$ cat src/rtl/acc_pkg.sv
// Shared constants for the accelerator request fabric.
package acc_pkg;

    localparam int unsigned AccAddrWidth = 8;

endpackage

$ cat src/rtl/acc_responder.sv
// Accelerator request responder: forwards address hits to a backend, answers misses with an
// error, and returns every response in acceptance order through a registered output stage.
module acc_responder #(
    parameter int unsigned             AccAddrWidth = acc_pkg::AccAddrWidth,
    parameter int unsigned             DataWidth    = 32,
    parameter int unsigned             IdWidth      = 6,
    parameter int unsigned             Depth        = 4,
    parameter logic [AccAddrWidth-1:0] AccAddr      = '0
) (
    input  logic                       clk_i,
    input  logic                       rst_ni,
    input  logic                       q_valid_i,
    output logic                       q_ready_o,
    input  logic [AccAddrWidth-1:0]    q_addr_i,
    input  logic [IdWidth-1:0]         q_id_i,
    input  logic [31:0]                q_op_i,
    input  logic [DataWidth-1:0]       q_arg_a_i,
    input  logic [DataWidth-1:0]       q_arg_b_i,
    output logic                       p_valid_o,
    input  logic                       p_ready_i,
    output logic [IdWidth-1:0]         p_id_o,
    output logic [DataWidth-1:0]       p_data_o,
    output logic                       p_error_o,
    output logic                       be_valid_o,
    input  logic                       be_ready_i,
    output logic [31:0]                be_op_o,
    output logic [DataWidth-1:0]       be_arg_a_o,
    output logic [DataWidth-1:0]       be_arg_b_o,
    input  logic                       be_rvalid_i,
    input  logic [DataWidth-1:0]       be_result_i,
    input  logic                       be_error_i,
    output logic [$clog2(Depth+1)-1:0] outstanding_o
);

    localparam int unsigned CntWidth = $clog2(Depth + 1);
    localparam int unsigned PtrWidth = $clog2(Depth);

    function automatic logic [PtrWidth-1:0] ptr_inc(input logic [PtrWidth-1:0] ptr);
        return (ptr == PtrWidth'(Depth - 1)) ? '0 : ptr + PtrWidth'(1);
    endfunction

    logic [IdWidth-1:0]   tag_id_q   [Depth];
    logic [IdWidth-1:0]   tag_id_d   [Depth];
    logic [Depth-1:0]     tag_miss_q, tag_miss_d;
    logic [PtrWidth-1:0]  tag_wr_q, tag_wr_d, tag_rd_q, tag_rd_d;
    logic [CntWidth-1:0]  tag_cnt_q, tag_cnt_d;

    logic [DataWidth-1:0] res_data_q [Depth];
    logic [DataWidth-1:0] res_data_d [Depth];
    logic [Depth-1:0]     res_err_q, res_err_d;
    logic [PtrWidth-1:0]  res_wr_q, res_wr_d, res_rd_q, res_rd_d;
    logic [CntWidth-1:0]  res_cnt_q, res_cnt_d;

    logic [CntWidth-1:0]  outstanding_q, outstanding_d;
    logic [CntWidth-1:0]  hit_pend_q, hit_pend_d;

    logic                 p_valid_q, p_valid_d, p_error_q, p_error_d;
    logic [IdWidth-1:0]   p_id_q, p_id_d;
    logic [DataWidth-1:0] p_data_q, p_data_d;

    logic hit, full, accept, tag_empty, res_empty, res_full, res_in;
    logic head_valid, head_miss, head_rdy, load;
    logic tag_push, tag_pop, res_take, res_push, res_pop, head_err;
    logic [IdWidth-1:0]   head_id;
    logic [DataWidth-1:0] head_data;

    // Capacity is bounded by everything in flight, including the response held in the output stage.
    assign hit        = (q_addr_i == AccAddr);
    assign full       = (outstanding_q == CntWidth'(Depth));
    assign q_ready_o  = ~full & (~hit | be_ready_i);
    assign be_valid_o = q_valid_i & hit & ~full;
    assign be_op_o    = q_op_i;
    assign be_arg_a_o = q_arg_a_i;
    assign be_arg_b_o = q_arg_b_i;
    assign accept     = q_valid_i & q_ready_o;

    assign tag_empty  = (tag_cnt_q == '0);
    assign res_empty  = (res_cnt_q == '0);
    assign res_full   = (res_cnt_q == CntWidth'(Depth));
    // Results with no hit awaiting them (e.g. issued before a reset) are dropped.
    assign res_in     = be_rvalid_i & ~res_full & ((hit_pend_q != '0) | (accept & hit));

    // Empty queues are bypassed so a fresh request or result can load the output stage directly.
    assign head_valid = ~tag_empty | accept;
    assign head_id    = tag_empty ? q_id_i : tag_id_q[tag_rd_q];
    assign head_miss  = tag_empty ? ~hit : tag_miss_q[tag_rd_q];
    assign head_data  = res_empty ? be_result_i : res_data_q[res_rd_q];
    assign head_err   = res_empty ? be_error_i : res_err_q[res_rd_q];
    assign head_rdy   = head_valid & (head_miss | ~res_empty | res_in);
    assign load       = head_rdy & (~p_valid_q | p_ready_i);

    assign tag_push   = accept & ~(tag_empty & load);
    assign tag_pop    = load & ~tag_empty;
    assign res_take   = load & ~head_miss;
    assign res_push   = res_in & ~(res_empty & res_take);
    assign res_pop    = res_take & ~res_empty;

    always_comb begin
        tag_id_d   = tag_id_q;
        tag_miss_d = tag_miss_q;
        tag_wr_d   = tag_wr_q;
        tag_rd_d   = tag_rd_q;
        res_data_d = res_data_q;
        res_err_d  = res_err_q;
        res_wr_d   = res_wr_q;
        res_rd_d   = res_rd_q;
        if (tag_push) begin
            tag_id_d[tag_wr_q]   = q_id_i;
            tag_miss_d[tag_wr_q] = ~hit;
            tag_wr_d             = ptr_inc(tag_wr_q);
        end
        if (tag_pop) tag_rd_d = ptr_inc(tag_rd_q);
        if (res_push) begin
            res_data_d[res_wr_q] = be_result_i;
            res_err_d[res_wr_q]  = be_error_i;
            res_wr_d             = ptr_inc(res_wr_q);
        end
        if (res_pop) res_rd_d = ptr_inc(res_rd_q);
        tag_cnt_d     = tag_cnt_q + CntWidth'(tag_push) - CntWidth'(tag_pop);
        res_cnt_d     = res_cnt_q + CntWidth'(res_push) - CntWidth'(res_pop);
        outstanding_d = outstanding_q + CntWidth'(accept) - CntWidth'(p_valid_q & p_ready_i);
        hit_pend_d    = hit_pend_q + CntWidth'(accept & hit) - CntWidth'(res_in);
    end

    // Output stage: load the next in-order response, otherwise hold or retire.
    always_comb begin
        p_valid_d = p_valid_q;
        p_id_d    = p_id_q;
        p_data_d  = p_data_q;
        p_error_d = p_error_q;
        if (load) begin
            p_valid_d = 1'b1;
            p_id_d    = head_id;
            p_data_d  = head_miss ? '0 : head_data;
            p_error_d = head_miss | head_err;
        end else if (p_ready_i) begin
            p_valid_d = 1'b0;
        end
    end

    always_ff @(posedge clk_i) begin
        if (!rst_ni) begin
            tag_miss_q    <= '0;
            tag_wr_q      <= '0;
            tag_rd_q      <= '0;
            tag_cnt_q     <= '0;
            res_err_q     <= '0;
            res_wr_q      <= '0;
            res_rd_q      <= '0;
            res_cnt_q     <= '0;
            outstanding_q <= '0;
            hit_pend_q    <= '0;
            p_valid_q     <= 1'b0;
            p_id_q        <= '0;
            p_data_q      <= '0;
            p_error_q     <= 1'b0;
        end else begin
            tag_miss_q    <= tag_miss_d;
            tag_wr_q      <= tag_wr_d;
            tag_rd_q      <= tag_rd_d;
            tag_cnt_q     <= tag_cnt_d;
            res_err_q     <= res_err_d;
            res_wr_q      <= res_wr_d;
            res_rd_q      <= res_rd_d;
            res_cnt_q     <= res_cnt_d;
            outstanding_q <= outstanding_d;
            hit_pend_q    <= hit_pend_d;
            p_valid_q     <= p_valid_d;
            p_id_q        <= p_id_d;
            p_data_q      <= p_data_d;
            p_error_q     <= p_error_d;
        end
    end

    // Payload storage needs no reset; validity is tracked by the counters.
    always_ff @(posedge clk_i) begin
        tag_id_q   <= tag_id_d;
        res_data_q <= res_data_d;
    end

    always_ff @(posedge clk_i) begin
        if (rst_ni && be_rvalid_i) begin
            assert (!res_full && ((hit_pend_q != '0) || (accept && hit)))
                else $error("acc_responder: backend result with no room or no pending hit");
        end
    end

    assign p_valid_o     = p_valid_q;
    assign p_id_o        = p_id_q;
    assign p_data_o      = p_data_q;
    assign p_error_o     = p_error_q;
    assign outstanding_o = outstanding_q;

endmodule
$ cat config.mk
export PLATFORM = sky130hd
export DESIGN_NAME = acc_responder
export DESIGN_NICKNAME = d
export VERILOG_FILES = /design/src/rtl/acc_pkg.sv /design/src/rtl/acc_responder.sv
export SDC_FILE = /design/constraint.sdc
export NUM_CORES = 1
export LEC_CHECK = 0
export ABC_AREA = 1
export ABC_CLOCK_PERIOD_IN_PS = 5000
export BUFFER_PORTS_ARGS = -buffer_cell sky130_fd_sc_hd__buf_2
export CAP_MARGIN = 15
export CORE_MARGIN = 5
export CORE_UTILIZATION = 44
export DETAILED_ROUTE_END_ITERATION = 16
export GPL_ROUTABILITY_DRIVEN = 0
export GPL_TIMING_DRIVEN = 0
export PLACE_DENSITY = 0.7
export SETUP_SLACK_MARGIN = 0.02
export SLEW_MARGIN = 20
export SYNTH_ARGS = -nofsm -noshare
export SYNTH_HDL_FRONTEND = slang
export SYNTH_SLANG_ARGS = --single-unit
$ cat constraint.sdc
create_clock -name clk_i -period 5 [get_ports clk_i]
set_clock_uncertainty 0.2 [all_clocks]
set_input_delay 0 -clock clk_i [delete_from_list [all_inputs] [get_ports clk_i]]
set_output_delay 0 -clock clk_i [all_outputs]
set_load 0.02 [all_outputs]
==> impl_results.md, run 1 <==
- Outcome: completed
- DRT iter0 DRCs: 548
- H-tree levels: 1
- First-pass GRT wire length: 42640 um
- CP cell instances: dlygate4sd3_1 > buf_2 > nor2_1 > dlygate4sd3_1 > nand2_2 > dlygate4sd3_1 > nor2_4 > nand2_1 > nand2_1 > nand2_2 > a31oi_2 > buf_6 > inv_1 > ha_1 > inv_1 > ha_1 > fa_1 > inv_1 > o21ai_0 > a21oi_1
- Layout Cells excl Fill: 1550
- Initial core utilization: 44.40%
- Fin crit share: 79.02%
- Final WL: 28100 um
- Number of clock buffers inserted by TritonCTS: 23
- Die width: 160.7 um
- Commonest non-fill, non-tap cell in the layout: buf_2
- Inst Count DP: 1455
- Via Count: 7941
- Power density over the cells: 570.7 nW/um^2
- Via count of the first global-routing pass: 7899
- GRT Total Usage: 20.61%
- Mapped cell area: 9991 um^2
- Die H: 160.7 um
- Leak: 5.234 nW
- Clock root cell: clkbuf_16
- Worst Hold Class: in2reg
- Largest stage delay on the critical path: 0.60 ns
- Layout cell share with drive strength beyond 1: 30.74%
- Area growth, synth to finish: 26.41%
- Drt drc: 0
- Setup ws final: 1.049 ns
- Synth Register Bits: 220
- Grt total ovfl: 0
- Post-route setup TNS: 0 ns
- Dpl hpwl: 19800 um
- Die area: 25820 um^2
- Crit-path max FO: 10
- CTS resizes: 0
- Seq/Total Area, Yosys: 59.31%
- Max Freq: 0.2531 GHz
- Worst-Margin Slew: 0.8692 ns
- CTS sink cnt: 220
- Clk_lat worst skew: 0.52 ns
- CP Launch Type: input pin
- Detail Route Antenna Nets: 0
- Required @ worst endpoint: 5.25 ns
- Net Count, Synth: 1147
- I/O Pins: 290
- Max Cap Viol: 0
- Final net count: 1416
- Total setup buffers inserted after CTS: 0
- IO buf count: 193
- Finish-stage setup viols: 0
- RSZ-0062 raised after global routing: false
- CP max stage cell: dlygate4sd3_1
- WL per Instance: 18.13 um
- Cell Rows: 55
- Most frequent cells in the layout: buf_2, edfxtp_1, nor2_1
- Final hold slack: 0.004769 ns
- Slew Limit Fails: 0
- Tmin final: 3.951 ns
- Max-Slew Margin vs Limit: 42.05%
- Critical path data arrival time: 4.20 ns
- # hold bufs at CTS: 50
- CORE AREA: 22500 um^2
- Worst Setup Path Type: in2reg
- Ys Warns: 0
- Number of distinct library cells after synthesis: 40
- CP Capture Type: flip-flop
- Avg Inst Size Synth: 10.24 um^2
- Final core occ: 56.12%
- Setup Slack @ Placement: 1.914 ns
- DRT Pass-1 Iters: 5
- Routed vias/inst: 5.123
- Final Hold Viols: 0
- Peak VDD IR: 0.3680 mV
- Antenna violations before repair: 3
- Largest net degree at the start of global routing: 34
- CTS tree: done
- Reg clk slew, reported paths: 0.06 ns
- Post-Synthesis Cells: 976
- Clock Path Buffers: 3
## state kept, by name, indices dropped and copies added (netlist names), 3 cells and up
name,cells
res_cnt_q,3
tag_cnt_q,3
p_data_o,32
tag_miss_q,4
hit_pend_q,3
res_data_q,128
outstanding_o,3
tag_id_q,24
p_id_o,6
res_err_q,4
## per-layer routing
metal	vias up	routed length, um	track usage (%)
met5	-	0	0
met4	0	1021	7.939
met3	59	2329	3.541
met2	360	13690	35.38
met1	3748	11060	26.07
li1	3774	-	-
## Yosys cell counts, drive strengths merged
| cell type | number | area [um^2] |
|---|---|---|
| a21oi | 47 | 272.8 |
| a22oi | 1 | 7.510 |
| a31oi | 1 | 12.51 |
| and2 | 1 | 6.260 |
| buf | 112 | 822.0 |
| clkbuf | 31 | 116.4 |
| clkinv | 3 | 12.51 |
| dfxtp | 68 | 1361 |
| edfxtp | 152 | 4564 |
| fa | 4 | 80.08 |
| ha | 18 | 225.2 |
| inv | 57 | 216.5 |
| nand2 | 149 | 611.8 |
| nand3 | 17 | 102.6 |
| nand4 | 6 | 43.79 |
| nor2 | 145 | 569.3 |
| nor3 | 3 | 15.01 |
| o21a | 1 | 7.510 |
| o21ai | 119 | 599.3 |
| o221ai | 32 | 280.3 |
| o22ai | 6 | 37.54 |
| xnor2 | 2 | 17.52 |
| xor2 | 1 | 8.760 |
## layout make-up
cell class | count | area, um^2
fillers | 1890 | 9873
multi-input cells | 553 | 2898
well taps | 285 | 356.6
diodes | 3 | 7.507
flip-flops and latches | 220 | 5926
inverters | 60 | 229.0
repair buffers | 244 | 1486
clock inverters | 14 | 163.9
clock buffers | 28 | 624.3
plain buffers | 143 | 938.4
## critical path: cells and delay by family
kind	cells	cell delay, ns
adder cells (fa/ha/maj)	3	0.81
buffers and inverters	8	2.19
AO/OA/AOI/OAI	3	0.48
AND/OR/NAND/NOR	6	0.72
## cells by family after synthesis
logic type	share of synthesized area, %
flops	59.31
buf+inv	11.68
compound gates	12.19
simple gates	13.50
xor+xnor	0.2630
fa+ha+maj	3.056
## worst paths after layout
kind	start	to	slack, ns	cells after the start
worst max-delay path	q_addr_i[0]	res_cnt_q[2]	1.05	20
worst min-delay path	q_valid_i	hit_pend_q[1]	0.005	7
worst max register to register	tag_cnt_q[1]	res_cnt_q[1]	1.38	18
worst min register to register	p_data_o[4]	p_data_o[4]	0.26	2
## through the flow
stage               power, mW  cell area [um^2]
finish                  7.207             12630
global route            7.680             12630
CTS                     7.247             12620
detailed placement      5.429             11330
global placement        5.362             11310
floorplan               4.496              9991
## power breakdown
| group | internal [mW] | leakage [nW] | switching, mW | total, mW |
|---|---|---|---|---|
| Sequential | 2.34 | 1.93 | 0.185 | 2.52 |
| Combinational | 0.946 | 2.91 | 1.97 | 2.92 |
| Clock | 1.05 | 0.389 | 0.719 | 1.77 |
Power figures use the tool's default switching activity.
==> run 2: changes to the inputs <==
ABC_CLOCK_PERIOD_IN_PS = 4000   (was 5000)
clock period = 4 ns   (was 5 ns; I/O delays follow)
==> impl_results.md, run 2 (synthesized netlist as in run 1, its figures left out) <==
- Outcome: completed
- Grt total ovfl: 0 (unchanged)
- Required @ worst endpoint: 4.24 ns (-1.01 ns)
- Leak: 5.262 nW (+0.54%)
- First-pass GRT wire length: 42640 um (unchanged)
- I/O Pins: 290 (unchanged)
- GRT Total Usage: 20.61% (unchanged)
- Final core occ: 56.42% (+0.30 points)
- Area growth, synth to finish: 27.09%
- Via count of the first global-routing pass: 7899 (unchanged)
- Final Hold Viols: 0 (unchanged)
- Largest net degree at the start of global routing: 34 (unchanged)
- Die H: 160.7 um (unchanged)
- H-tree levels: 1 (unchanged)
- Initial core utilization: 44.40% (unchanged)
- CORE AREA: 22500 um^2 (unchanged)
- Setup ws final: 0.2050 ns (-0.8441 ns)
- Max Freq: 0.2635 GHz
- RSZ-0062 raised after global routing: false
- Final net count: 1420 (+0.28%)
- Final WL: 28090 um (about the same)
- Finish-stage setup viols: 0 (unchanged)
- WL per Instance: 18.07 um (-0.30%)
- Peak VDD IR: 0.4615 mV (+25%)
- DRT Pass-1 Iters: 7 (+2)
- Most frequent cells in the layout: buf_2, edfxtp_1, nor2_1
- Routed vias/inst: 5.126 (about the same)
- Worst-Margin Slew: 0.8731 ns (+0.003822 ns)
- Clk_lat worst skew: 0.52 ns (about the same)
- Max reg flops: 128 (unchanged)
- CP Capture Type: flip-flop
- Reg clk slew, reported paths: 0.06 ns (about the same)
- Biggest register: res_data_q
- Cell Rows: 55 (unchanged)
- IO buf count: 193 (unchanged)
- Fin crit share: 94.88%
- Final hold slack: 0.01874 ns (+0.01397 ns)
- Critical path data arrival time: 4.04 ns (-0.16 ns)
- Via Count: 7966 (+0.31%)
- Number of clock buffers inserted by TritonCTS: 23 (unchanged)
- Layout cell share with drive strength beyond 1: 31.28% (+0.53 points)
- Antenna violations before repair: 3 (unchanged)
- Dpl hpwl: 19800 um (unchanged)
- Die area: 25820 um^2 (unchanged)
- CTS tree: done
- CTS sink cnt: 220 (unchanged)
- Max-Slew Margin vs Limit: 41.80% (-0.25 points)
- Setup Slack @ Placement: 0.9143 ns (-1.000 ns)
- Detail Route Antenna Nets: 0 (unchanged)
- Die width: 160.7 um (unchanged)
- Max Cap Viol: 0 (unchanged)
- Power density over the cells: 715.6 nW/um^2 (+25%)
- Slew Limit Fails: 0 (unchanged)
- Worst Setup Path Type: in2reg
- Commonest non-fill, non-tap cell in the layout: buf_2
- DRT iter0 DRCs: 561 (+2.4%)
- CP Launch Type: input pin
- Crit-path max FO: 10 (unchanged)
- Clock Path Buffers: 3 (unchanged)
- Tmin final: 3.795 ns
- Clock root cell: clkbuf_16
- Worst Hold Class: in2out
- Post-route setup TNS: 0 ns (unchanged)
- Drt drc: 0 (unchanged)
run 2: worst max-delay path, cell delays in order:
cell and delay, ns:
dlygate4sd3_1 0.53, buf_2 0.12, nor2_1 0.07, dlygate4sd3_1 0.57, nand2_2 0.08, dlygate4sd3_1 0.60, nor2_4 0.19, nand3_2 0.13
nand2_2 0.10, nand3_2 0.10, a31oi_4 0.19, buf_6 0.16, inv_1 0.07, ha_1 0.27, inv_1 0.04, ha_1 0.18
fa_1 0.36, inv_1 0.08, o21ai_0 0.09, a21oi_1 0.11
run 2: power by group:
group	internal [mW]	switching, mW
Sequential	2.92	0.230
Clock	1.31	0.895
Combinational	1.23	2.50
run 2: cell type report:
| class | instances | area [um^2] |
|---|---|---|
| inverter | 60 | 229.0 |
| clock buffer | 28 | 624.3 |
| clock inverter | 14 | 163.9 |
| timing repair buffer | 248 | 1519 |
| buffer | 143 | 938.4 |
| multi-input combinational | 553 | 2933 |
| antenna | 3 | 7.507 |
| fill | 1879 | 9806 |
| sequential | 220 | 5926 |
| tap | 285 | 356.6 |
run 2: repair_timing:
action                                  4_1_cts  5_1_grt
endpoints found under the hold margin       226        0
endpoints found under the setup margin        0        4
hold buffers                                 50        0
gates resized for setup                       0        8
setup buffers                                 0        4
run 2: path summary, 6_finish.rpt:
path / startpoint / end / slack (ns) / cells after the start
max: q_addr_i[0] / res_cnt_q[2] / 0.20 / 20
min: q_arg_a_i[18] / be_arg_a_o[18] / 0.02 / 2
max reg2reg: tag_cnt_q[1] / res_cnt_q[2] / 0.39 / 17
min reg2reg: p_data_o[4] / p_data_o[4] / 0.26 / 2
run 2: metal layers:
layer  wire, um  GRT usage, %  share of wire, %
met5          0             0                 0
met2      13680         35.38                49
met4       1028         7.939               3.7
met3       2270         3.541               8.1
met1      11110         26.07                40
run 2: stage by stage:
step	total power [mW]	cell area (um^2)	std cells
detailed placement	6.786	11330	1455
CTS	9.058	12620	1547
floorplan	5.620	9991	976
global route	9.677	12700	1554
finish	9.086	12700	1554
global placement	6.703	11310	1454
==> run 3: changes to the inputs <==
ABC_AREA = default   (was 1)
CELL_PAD_IN_SITES_DETAIL_PLACEMENT = 1   (was default)
CELL_PAD_IN_SITES_GLOBAL_PLACEMENT = 1   (was default)
CORE_UTILIZATION = 42   (was 44)
PLACE_DENSITY = 0.81   (was 0.7)
==> impl_results.md, run 3 <==
- Outcome: completed
- Grt total ovfl: 0 (unchanged)
- CTS tree: done
- Async set-or-reset flop fraction in the synthesized netlist: 0% (unchanged)
- Final Hold Viols: 0 (unchanged)
- Setup ws final: 0.3313 ns (+0.1263 ns)
- Power consumption: 8.754 mW (-3.7%)
- Required @ worst endpoint: 4.18 ns (-0.06 ns)
- Worst-Margin Slew: 0.9570 ns (+0.08394 ns)
- Number of clock buffers inserted by TritonCTS: 24 (+4.3%)
- Worst Setup Path Type: reg2reg
- Synth Flop Type: edfxtp_1
- CP max stage cell: clkbuf_1
- Max reg flops: 128 (unchanged)
- Fin crit share: 91.72% (-3.2 points)
- Die width: 167.7 um (+4.3%)
- Finish-stage setup viols: 0 (unchanged)
- Total setup buffers inserted after CTS: 0 (unchanged)
- Largest stage delay on the critical path: 0.41 ns (-0.19 ns)
- Number of distinct library cells after synthesis: 62 (+55%)
- Detail Route Antenna Nets: 0 (unchanged)
- Largest net degree at the start of global routing: 14 (-59%)
- Setup Slack @ Placement: 0.3214 ns (-0.5929 ns)
- Net Count, Synth: 954 (-17%)
- Via count of the first global-routing pass: 8345 (+5.6%)
- Ys Warns: 0 (unchanged)
- Dpl hpwl: 23040 um (+16%)
- RSZ-0062 raised after global routing: false
- H-tree levels: 1 (unchanged)
- WL per Instance: 22.87 um (+27%)
- Top-area cell type share of the netlist area: 43.72% (-2.0 points)
- Fillers: 2541 (+35%)
- GRT Total Usage: 21.77% (+1.2 points)
- Final hold slack: 0.01823 ns (-0.0005130 ns)
- Final net count: 1232 (-13%)
- Critical path data arrival time: 3.85 ns (-0.19 ns)
- Biggest register: res_data_q
- Peak VDD IR: 0.3174 mV (-31%)
- CP Capture Type: flip-flop
- Synth Register Bits: 220 (unchanged)
- CP cell instances: clkbuf_1 > mux4_2 > nand2_1 > and3_1 > buf_4 > buf_6 > a21oi_4 > inv_1 > ha_1 > inv_1 > ha_1 > fa_1 > xnor2_1 > xnor2_1 > nor2_1
- CORE AREA: 24390 um^2 (+8.4%)
- Area growth, synth to finish: 27.11% (about the same)
- Routed vias/inst: 5.457 (+6.4%)
- Internal: 5.515 mW (+1.0%)
- Die area: 28110 um^2 (+8.9%)
- Synth top cells by count: edfxtp_1, buf_4, dfxtp_1
- Max Cap Viol: 0 (unchanged)
- Seq/Total Area, Yosys: 56.76% (-2.6 points)
- Inst Count DP: 1310 (-10%)
- Power density over the cells: 659.7 nW/um^2 (-7.8%)
- I/O Pins: 290 (unchanged)
- Cell Rows: 57 (+3.6%)
- Clock root cell: clkbuf_16
- Reg clk slew, reported paths: 0.06 ns (about the same)
- Clock Path Buffers: 3 (unchanged)
- DRT Pass-1 Iters: 5 (-2)
- Crit-path max FO: 10 (unchanged)
- # hold bufs at CTS: 49 (-2.0%)
- Initial core utilization: 42.80% (-1.6 points)
- First-pass GRT wire length: 48360 um (+13%)
- Via Count: 7661 (-3.8%)
- Max Freq: 0.2726 GHz (+3.4%)
- EDFF count, synth: 152 (unchanged)
- Largest area contributor in the netlist: edfxtp_1
- Finished Cell Area: 13270 um^2 (+4.5%)
- Logic pwr share: 39.8% (-1.2 points)
- Drt drc: 0 (unchanged)
- CTS resizes: 0 (unchanged)
- Most frequent cell after synthesis: edfxtp_1
- Leak: 5.250 nW (-0.22%)
- Max-Slew Margin vs Limit: 36.20% (-5.6 points)
- Post-Synthesis Cells: 783 (-20%)
- Worst Hold Class: in2out
- Layout cell share with drive strength beyond 1: 39.57% (+8.3 points)
- Avg Inst Size Synth: 13.33 um^2 (+30%)
- Reg power frac: 35.1% (+0.4 points)
- IO buf count: 193 (unchanged)
- Layout Cells excl Fill: 1404 (-9.7%)
- NetSw: 3.239 mW (-11%)
- Antenna violations before repair: 1 (-2)
- Final WL: 32110 um (+14%)
- Synth area leaders: edfxtp_1, dfxtp_1, mux4_2
- DRT iter0 DRCs: 474 (-16%)
- Switching portion of total power: 37.00% (-2.9 points)
- Commonest non-fill, non-tap cell in the layout: buf_2
- CP Launch Type: flip-flop
- Tmin final: 3.669 ns (-0.1263 ns)
- Cell area after placement: 11990 um^2 (+5.8%)
- Post-route setup TNS: 0 ns (unchanged)
- Most frequent cells in the layout: buf_2, edfxtp_1, buf_4
- Final core occ: 54.41% (-2.0 points)
- Clock share of power: 25.1% (+0.8 points)
- CTS sink cnt: 220 (unchanged)
- Clk_lat worst skew: 0.54 ns (+0.02 ns)
- Die H: 167.7 um (+4.3%)
- Mapped cell area: 10440 um^2 (+4.5%)
- Slew Limit Fails: 0 (unchanged)
==> run 3: changes by cell type after synthesis, moves of 14 or more <==
| cell | delta |
|---|---|
| a21oi_1 | -32 |
| o221ai_1 | -32 |
| o21ai_0 | -113 |
| nor2_1 | -127 |
| inv_1 | -25 |
| mux2i_1 | +18 |
| nor4b_1 | +25 |
| and3_1 | +27 |
| nand2_1 | -80 |
| nand2_2 | -14 |
| mux4_2 | +40 |
| o22ai_1 | +19 |
| a31oi_1 | +57 |
==> run 3: routing by layer <==
layer | global-route usage, % | up-vias | part of all wire [%]
met3 | 3.819 | 61 | 6.8
met2 | 40.31 | 335 | 53
met4 | 7.128 | 0 | 2.3
met1 | 25.52 | 3822 | 37
met5 | 0 | - | 0
li1 | - | 3443 | -
==> run 3: area by class of cell <==
class	instances	area, um^2	share of cell area, %
diodes	1	2.502	0.01886
plain buffers	148	997.2	7.515
clock buffers	36	705.7	5.318
clock inverters	8	78.83	0.5940
inverters	29	111.4	0.8392
multi-input cells	386	3436	25.89
flip-flops and latches	220	5926	44.65
well taps	324	405.4	3.055
repair buffers	252	1608	12.12
==> run 3: kinds of logic after synthesis <==
kind of cell	after synthesis	share of synthesized area, %
and+or+nand+nor	177	10.33
DFF	220	56.76
adders and majority gates	22	2.924
muxes	58	10.35
AOI/OAI and AO/OA	121	8.341
buffers and inverters	177	10.62
xor gates and xnor gates	8	0.6712
==> run 3: worst paths after layout <==
check | startpoint | end | slack (ns) | cells after the start
worst max-delay path | tag_rd_q[1] | res_cnt_q[2] | 0.33 | 15
worst min register to register | p_id_o[5] | p_id_o[5] | 0.26 | 2
worst min-delay path | q_arg_a_i[28] | be_arg_a_o[28] | 0.02 | 2
worst max register to register | tag_rd_q[1] | res_cnt_q[2] | 0.33 | 15
==> run 3: power by group through the flow <==
stage / Combinational [mW] / Sequential, mW / Clock [mW]
CTS: 3.51 / 3.06 / 2.23
global placement: 3.22 / 3.09 / 0
global route: 3.75 / 3.10 / 2.33
detailed placement: 3.43 / 3.10 / 0
floorplan: 2.17 / 3.24 / 0
finish: 3.49 / 3.07 / 2.20
==> run 3: worst max-delay path, delay by kind of cell (launching register included) <==
kind | cells | cell delay, ns
buffers and inverters | 5 | 0.89
AND/OR/NAND/NOR | 3 | 0.38
XOR/XNOR | 2 | 0.34
adder cells (fa/ha/maj) | 3 | 0.86
flip-flops | 1 | 0.33
multiplexers | 1 | 0.31
AO/OA/AOI/OAI | 1 | 0.22
